## config.mk

```make
export PLATFORM = sky130hd
export DESIGN_NAME = hh_neuron_sched
export DESIGN_NICKNAME = d
export VERILOG_FILES = /design/src/rtl/hh_pkg.sv /design/src/rtl/hh_state_rf.sv /design/src/rtl/hh_neuron_sched.sv
export SDC_FILE = /design/constraint.sdc
export NUM_CORES = 1
export LEC_CHECK = 0
export CELL_PAD_IN_SITES_DETAIL_PLACEMENT = 1
export CELL_PAD_IN_SITES_GLOBAL_PLACEMENT = 2
export CORE_MARGIN = 1.5
export CORE_UTILIZATION = 40
export DETAILED_ROUTE_END_ITERATION = 10
export PLACE_DENSITY = 0.84
export SYNTH_ARGS = -nofsm -noshare
export SYNTH_HDL_FRONTEND = slang
export SYNTH_SLANG_ARGS = --single-unit
```

## constraint.sdc

```tcl
create_clock -name clk -period 6.3 [get_ports clk]
set_clock_uncertainty 0.2 [all_clocks]
set_input_delay 1.26 -clock clk [delete_from_list [all_inputs] [get_ports clk]]
set_output_delay 1.26 -clock clk [all_outputs]
set_load 0.02 [all_outputs]
```

## src/rtl/hh_pkg.sv

```systemverilog
// Shared constants and types for the HH neuron scheduler.
// Q9.5 state word format, reset values for V/n/m/h, default spike
// threshold, scheduler FSM state encoding and an index-width helper.
package hh_pkg;

  localparam int unsigned Q_W    = 14;
  localparam int unsigned Q_FRAC = 5;

  localparam logic [Q_W-1:0] V_INIT_D = 14'b110111111_00000; // -65.0
  localparam logic [Q_W-1:0] N_INIT_D = 14'b000000000_01010; // 0.3125
  localparam logic [Q_W-1:0] M_INIT_D = 14'b000000000_00010; // 0.0625
  localparam logic [Q_W-1:0] H_INIT_D = 14'b000000000_10011; // 0.59375
  localparam logic [Q_W-1:0] V_TH_D   = 14'b000000000_00000; // 0.0

  typedef enum logic [1:0] {
    S_IDLE,
    S_ISSUE,
    S_WAIT,
    S_WRITE
  } state_t;

  // Index width for n slots; a single slot still needs a 1-bit index.
  function automatic int unsigned idx_w(input int unsigned n);
    return (n > 1) ? $clog2(n) : 1;
  endfunction

endpackage

```

## src/rtl/hh_state_rf.sv

```systemverilog
// NUM_N x {V, n, m, h} state register file.
// One combinational read port (raddr -> rd_*), one synchronous write port
// (we/waddr/wr_*). Synchronous active-low reset loads the INIT values.
module hh_state_rf
  import hh_pkg::*;
#(
  parameter int unsigned     NUM_N  = 4,
  parameter int unsigned     W      = Q_W,
  parameter logic [W-1:0]    V_INIT = W'(V_INIT_D),
  parameter logic [W-1:0]    N_INIT = W'(N_INIT_D),
  parameter logic [W-1:0]    M_INIT = W'(M_INIT_D),
  parameter logic [W-1:0]    H_INIT = W'(H_INIT_D)
) (
  input  logic                      clk,
  input  logic                      rst_n,
  input  logic [idx_w(NUM_N)-1:0]   raddr,
  output logic [W-1:0]              rd_v,
  output logic [W-1:0]              rd_n,
  output logic [W-1:0]              rd_m,
  output logic [W-1:0]              rd_h,
  input  logic                      we,
  input  logic [idx_w(NUM_N)-1:0]   waddr,
  input  logic [W-1:0]              wr_v,
  input  logic [W-1:0]              wr_n,
  input  logic [W-1:0]              wr_m,
  input  logic [W-1:0]              wr_h
);

  logic [W-1:0] v_q [NUM_N];
  logic [W-1:0] n_q [NUM_N];
  logic [W-1:0] m_q [NUM_N];
  logic [W-1:0] h_q [NUM_N];

  always_ff @(posedge clk) begin
    if (!rst_n) begin
      for (int unsigned i = 0; i < NUM_N; i++) begin
        v_q[i] <= V_INIT;
        n_q[i] <= N_INIT;
        m_q[i] <= M_INIT;
        h_q[i] <= H_INIT;
      end
    end else if (we) begin
      v_q[waddr] <= wr_v;
      n_q[waddr] <= wr_n;
      m_q[waddr] <= wr_m;
      h_q[waddr] <= wr_h;
    end
  end

  assign rd_v = v_q[raddr];
  assign rd_n = n_q[raddr];
  assign rd_m = m_q[raddr];
  assign rd_h = h_q[raddr];

endmodule

```

## src/rtl/hh_neuron_sched.sv

```systemverilog
// Hodgkin-Huxley neuron scheduler: time-multiplexes NUM_N neuron state
// slots over one external update engine. A tick starts a sweep; each slot
// is issued (req_* handshake), its result awaited (rsp_valid), then
// committed with a spike check against V_TH.
// Ports: clk/rst_n (sync, active-low); tick; cur_we/cur_addr/cur_wdata
// stimulus current writes; req_* engine request; rsp_* engine result;
// busy, spike, spike_valid, step_cnt, overrun status.
module hh_neuron_sched
  import hh_pkg::*;
#(
  parameter int unsigned  NUM_N  = 4,
  parameter int unsigned  W      = Q_W,
  parameter logic [W-1:0] V_TH   = W'(V_TH_D),
  parameter logic [W-1:0] V_INIT = W'(V_INIT_D),
  parameter logic [W-1:0] N_INIT = W'(N_INIT_D),
  parameter logic [W-1:0] M_INIT = W'(M_INIT_D),
  parameter logic [W-1:0] H_INIT = W'(H_INIT_D)
) (
  input  logic                    clk,
  input  logic                    rst_n,
  input  logic                    tick,
  input  logic                    cur_we,
  input  logic [idx_w(NUM_N)-1:0] cur_addr,
  input  logic [W-1:0]            cur_wdata,
  output logic                    req_valid,
  input  logic                    req_ready,
  output logic [idx_w(NUM_N)-1:0] req_id,
  output logic [W-1:0]            req_v,
  output logic [W-1:0]            req_n,
  output logic [W-1:0]            req_m,
  output logic [W-1:0]            req_h,
  output logic [W-1:0]            req_i,
  input  logic                    rsp_valid,
  input  logic [W-1:0]            rsp_v,
  input  logic [W-1:0]            rsp_n,
  input  logic [W-1:0]            rsp_m,
  input  logic [W-1:0]            rsp_h,
  output logic                    busy,
  output logic [NUM_N-1:0]        spike,
  output logic                    spike_valid,
  output logic [15:0]             step_cnt,
  output logic                    overrun
);

  localparam int unsigned IW = idx_w(NUM_N);
  localparam logic [IW-1:0] LAST = IW'(NUM_N - 1);

  state_t          state_q, state_d;
  logic [IW-1:0]   idx_q;
  logic [W-1:0]    cur_q [NUM_N];
  logic [W-1:0]    hold_v, hold_n, hold_m, hold_h;
  logic [W-1:0]    rd_v, rd_n, rd_m, rd_h;
  logic [NUM_N-1:0] spike_q;
  logic            spike_valid_q;
  logic [15:0]     step_cnt_q;
  logic            overrun_q;
  logic            rf_we;
  logic            last;

  assign last = (idx_q == LAST);

  // State register
  always_ff @(posedge clk) begin
    if (!rst_n) state_q <= S_IDLE;
    else        state_q <= state_d;
  end

  // Next-state logic
  always_comb begin
    state_d = state_q;
    unique case (state_q)
      S_IDLE:  if (tick)      state_d = S_ISSUE;
      S_ISSUE: if (req_ready) state_d = S_WAIT;
      S_WAIT:  if (rsp_valid) state_d = S_WRITE;
      S_WRITE: state_d = last ? S_IDLE : S_ISSUE;
      default: state_d = S_IDLE;
    endcase
  end

  // FSM-decoded outputs; busy as a state decode is cycle-identical to a
  // register set on tick acceptance and cleared on the final commit.
  always_comb begin
    req_valid = 1'b0;
    busy      = 1'b0;
    rf_we     = 1'b0;
    unique case (state_q)
      S_IDLE:  ;
      S_ISSUE: begin req_valid = 1'b1; busy = 1'b1; end
      S_WAIT:  busy = 1'b1;
      S_WRITE: begin busy = 1'b1; rf_we = 1'b1; end
      default: ;
    endcase
  end

  // Datapath: slot index, result holding register, status outputs
  always_ff @(posedge clk) begin
    if (!rst_n) begin
      idx_q         <= '0;
      hold_v        <= '0;
      hold_n        <= '0;
      hold_m        <= '0;
      hold_h        <= '0;
      spike_q       <= '0;
      spike_valid_q <= 1'b0;
      step_cnt_q    <= '0;
      overrun_q     <= 1'b0;
    end else begin
      spike_valid_q <= 1'b0;
      if (tick && state_q != S_IDLE) overrun_q <= 1'b1;
      unique case (state_q)
        S_IDLE: if (tick) begin
          idx_q   <= '0;
          spike_q <= '0;
        end
        S_ISSUE: ;
        S_WAIT: if (rsp_valid) begin
          hold_v <= rsp_v;
          hold_n <= rsp_n;
          hold_m <= rsp_m;
          hold_h <= rsp_h;
        end
        S_WRITE: begin
          // rd_v still holds the pre-commit V of this slot
          spike_q[idx_q] <= ($signed(rd_v) < $signed(V_TH)) &&
                            ($signed(hold_v) >= $signed(V_TH));
          if (last) begin
            spike_valid_q <= 1'b1;
            step_cnt_q    <= step_cnt_q + 16'd1;
          end else begin
            idx_q <= idx_q + IW'(1);
          end
        end
        default: ;
      endcase
    end
  end

  // Stimulus current registers, writable in any state
  always_ff @(posedge clk) begin
    if (!rst_n) begin
      for (int unsigned i = 0; i < NUM_N; i++) cur_q[i] <= '0;
    end else if (cur_we && (32'(cur_addr) < NUM_N)) begin
      cur_q[cur_addr] <= cur_wdata;
    end
  end

  hh_state_rf #(
    .NUM_N (NUM_N),
    .W     (W),
    .V_INIT(V_INIT),
    .N_INIT(N_INIT),
    .M_INIT(M_INIT),
    .H_INIT(H_INIT)
  ) u_rf (
    .clk  (clk),
    .rst_n(rst_n),
    .raddr(idx_q),
    .rd_v (rd_v),
    .rd_n (rd_n),
    .rd_m (rd_m),
    .rd_h (rd_h),
    .we   (rf_we),
    .waddr(idx_q),
    .wr_v (hold_v),
    .wr_n (hold_n),
    .wr_m (hold_m),
    .wr_h (hold_h)
  );

  assign req_id      = idx_q;
  assign req_v       = rd_v;
  assign req_n       = rd_n;
  assign req_m       = rd_m;
  assign req_h       = rd_h;
  assign req_i       = cur_q[idx_q];
  assign spike       = spike_q;
  assign spike_valid = spike_valid_q;
  assign step_cnt    = step_cnt_q;
  assign overrun     = overrun_q;

endmodule

```

==> metrics.log <==
INFO  metric initial_core_util = 40.65%
INFO  metric antenna-diode-count = 0
INFO  metric flop_and_latch_count_out_of_synthesis = 364
INFO  metric grt_pass1_wl = 59.12 mm
INFO  metric fin_crit = 4.612 ns
INFO  metric dp.final_hpwl = 22.19 mm
INFO  metric synth_area = 15350 um2
INFO  metric drtPass1Iterations = 4
INFO  metric antenna_found_initial = 0
INFO  metric core-area = 37760 um2
INFO  metric fp-row-count = 71
INFO  metric synth_cell_type_count = 39
INFO  metric hp-class = flip-flop to flip-flop
INFO  metric critical_path_peak_fanout = 35
INFO  metric setup_viol_count_final = 0
INFO  metric total_overflow_reported_by_the_global_router = 0
INFO  metric cts_hold_buf = 0
INFO  metric asyncSetResetFlopFracSynth = 0%
INFO  metric clk_latency = 0.54 ns
INFO  metric synth_largest_type_area_fraction = 54.79%
INFO  metric worst_slew_pin_slew = 0.9737 ns
INFO  metric report.final.slew_viol_count = 0
INFO  metric die_area = 39550 um2
INFO  metric seqCellArea = 10100 um2
INFO  metric delay_contributed_by_the_slowest_stage_of_the_critical_path = 0.85 ns
INFO  metric design_area = 18820 um2
INFO  metric hold_viol = 0
INFO  metric cellPowerDensity = 306.3 nW/um2
INFO  metric grt_max_degree = 57
INFO  metric detailroute.via_count = 9218
INFO  metric drc = 0
INFO  metric fin_setup_tns = 0 ns
INFO  metric post_cts_buffers = 0
INFO  metric post_cts_resize_count = 0
INFO  metric critPathRequiredTime = 4.84 ns
INFO  metric postSynthCellCount = 1095
INFO  metric critical_path.cell_chain = buf_4, mux4_2, clkdlybuf4s50_1
INFO  metric layout_worst_path_cycle_share = 73.21%
INFO  metric postSynthAreaPerCell = 14.01 um2
INFO  metric grt.total_usage = 20.04%
INFO  metric synth_enable_flop_cells = 280
INFO  metric cp_slowest_cell = dfxtp_4
INFO  metric fillCellCount = 3730
INFO  metric globalplace.congestion = 0.7466
INFO  metric leakage = 6.356 nW
INFO  metric area_growth = 22.65%
INFO  metric maxClockFrequency = 216.8 MHz
INFO  metric cts-buffers-inserted = 41
INFO  metric synthDominantAreaCellType = edfxtp_1
INFO  metric clkSlewWorstSetupHoldPaths = 0.06 ns
INFO  metric critical_path_class = flip-flop to primary output
INFO  metric run_status = finished, final reports clean
INFO  metric numClockSinks = 364
INFO  metric clock_path_buffers = 3
INFO  metric max_cap_violations = 0
INFO  metric cp.arrival = 3.15 ns
INFO  metric die_width = 198.9 um
INFO  metric detail_route.iter0.violations = 433
INFO  metric finalWirelength = 38.78 mm
INFO  metric post_placement_cell_area = 17550 um2
INFO  metric layout.nets = 1341
INFO  metric netlist_top_cells_area = edfxtp_1 (55%), dfxtp_1 (11%), mux4_2 (10%), and2_1 (6.9%), nand2_1 (3.1%)
INFO  metric netlist_top_cells_count = edfxtp_1 (280), and2_1 (170), nand2_1 (125)
INFO  metric path_buf_inv = 2
INFO  metric cts_htree_levels = 2
INFO  metric die_height = 198.9 um
INFO  metric max-vdd-ir-drop = 0.2709 mV
INFO  metric routed_wire_length_per_instance = 21.58 um
INFO  metric rsz0062_at_grt = no
INFO  metric startpoint_type = flip-flop
INFO  metric io_pins = 174
INFO  metric cts_tree = yes
INFO  metric first_global_vias = 10030
INFO  metric slew-limit-headroom = 35.09%
INFO  metric antenna_left = 0
INFO  metric io_buffers = 173
INFO  metric synth_nets = 1183
INFO  metric ys.flop_type = edfxtp_1
INFO  metric critical_path.top_delay_family = buffers and inverters
INFO  metric drive_above_1_share = 14.23%
INFO  metric ctsRootBufferMaster = clkbuf_16
INFO  metric share_of_synthesized_area_occupied_by_flip_flops_and_latches = 65.75%
INFO  metric worst_setup_end_kind = primary output
INFO  metric multi_input_comb_area = 4918 um2
INFO  metric synthMostInstantiatedCell = edfxtp_1
INFO  metric synth.yosys.warnings = 0
INFO  metric post_drt_via_cell_ratio = 5.130
==> layout make-up <==
type	instances	area share, %
Multi-Input combinational cell	643	26.13
Sequential cell	364	53.65
Tap cell	511	3.397
Clock buffer	56	6.122
Timing Repair Buffer	188	9.785
Inverter	15	0.3058
Clock inverter	20	0.6116
==> where the power goes <==
group | switching (W) | total (W) | internal, W
Clock | 0.000955 | 0.00224 | 0.00129
Combinational | 0.000415 | 0.000715 | 0.000300
Sequential | 0.0000869 | 0.00281 | 0.00272
==> path summary, 6_finish.rpt <==
kind / start / end / slack [ns] / depth (start not counted)
worst max-delay path: flip-flop / req_h[9] / 1.69 / 3
worst max register to register: state_q[1] / u_rf.v_q[3][3] / 3.31 / 5
worst min register to register: step_cnt[15] / step_cnt[15] / 0.27 / 2
worst min-delay path: step_cnt[15] / step_cnt[15] / 0.27 / 2
==> registers in the layout, summed over array words and instances (netlist names), 14 cells and up, named ones only <==
signal,flops
cur_q,56
hold_h,14
hold_m,14
hold_n,14
hold_v,14
step_cnt,16
u_rf.h_q,56
u_rf.m_q,56
u_rf.n_q,56
u_rf.v_q,56
==> logic make-up (layout without fill, tap and decap cells) <==
group           Yosys count  count (layout)  share of synthesized area (%)
xor+xnor                 11              11                         0.6279
compound gates           79              79                          2.854
simple gates            469             469                          16.82
buf+inv                  88             279                          2.601
fa+ha+maj                10              10                         0.8153
mux                      74              74                          10.53
flops                   364             364                          65.75
==> tightest hold or removal path, stage by stage (launching register included) <==
cell	delay (ns)
dfxtp_1	0.31
nand2_1	0.05
mux2i_1	0.06
==> layout by cell type, fill, tap and decap left out, types with 7 or more instances in the layout <==
| cell type | count |
|---|---|
| edfxtp_1 | 280 |
| clkdlybuf4s50_1 | 172 |
| and2_1 | 169 |
| nand2_1 | 124 |
| dfxtp_1 | 82 |
| mux4_2 | 70 |
| a21oi_1 | 62 |
| and3_1 | 58 |
| nand2b_1 | 49 |
| clkbuf_16 | 41 |
| nor2_1 | 22 |
| buf_4 | 16 |
| or2_2 | 14 |
| inv_1 | 13 |
| clkinv_2 | 12 |
| xnor2_1 | 9 |
| ha_1 | 9 |
| clkbuf_1 | 8 |
| nand3_1 | 7 |
| clkbuf_8 | 7 |
==> per-stage QoR <==
step | utilization [%] | hold slack [ns] | total power, W | std cells | worst slack, ns
after floorplan | - | 0.2553 | 0.003252 | 1095 | 0.6148
after global placement | 46.50 | 0.2531 | 0.003569 | 1721 | 2.189
after detailed placement | 46.50 | 0.2776 | 0.003589 | 1721 | 2.180
after CTS | 49.85 | 0.2802 | 0.005839 | 1797 | 1.597
after global routing | 49.85 | 0.3012 | 0.005982 | 1797 | 1.478
final | 49.85 | 0.2720 | 0.005765 | 1797 | 1.688
==> layer usage <==
layer	global-route usage (%)	part of all wire [%]	vias to the layer above	routed length (um)
met2	35.81	52	197	20060
met5	0	0	-	0
li1	-	-	4254	-
met4	5.584	2.2	0	847
met3	2.831	3.9	56	1510
met1	25.34	42	4711	16360
No activity file was read; power rests on OpenSTA's default activity.
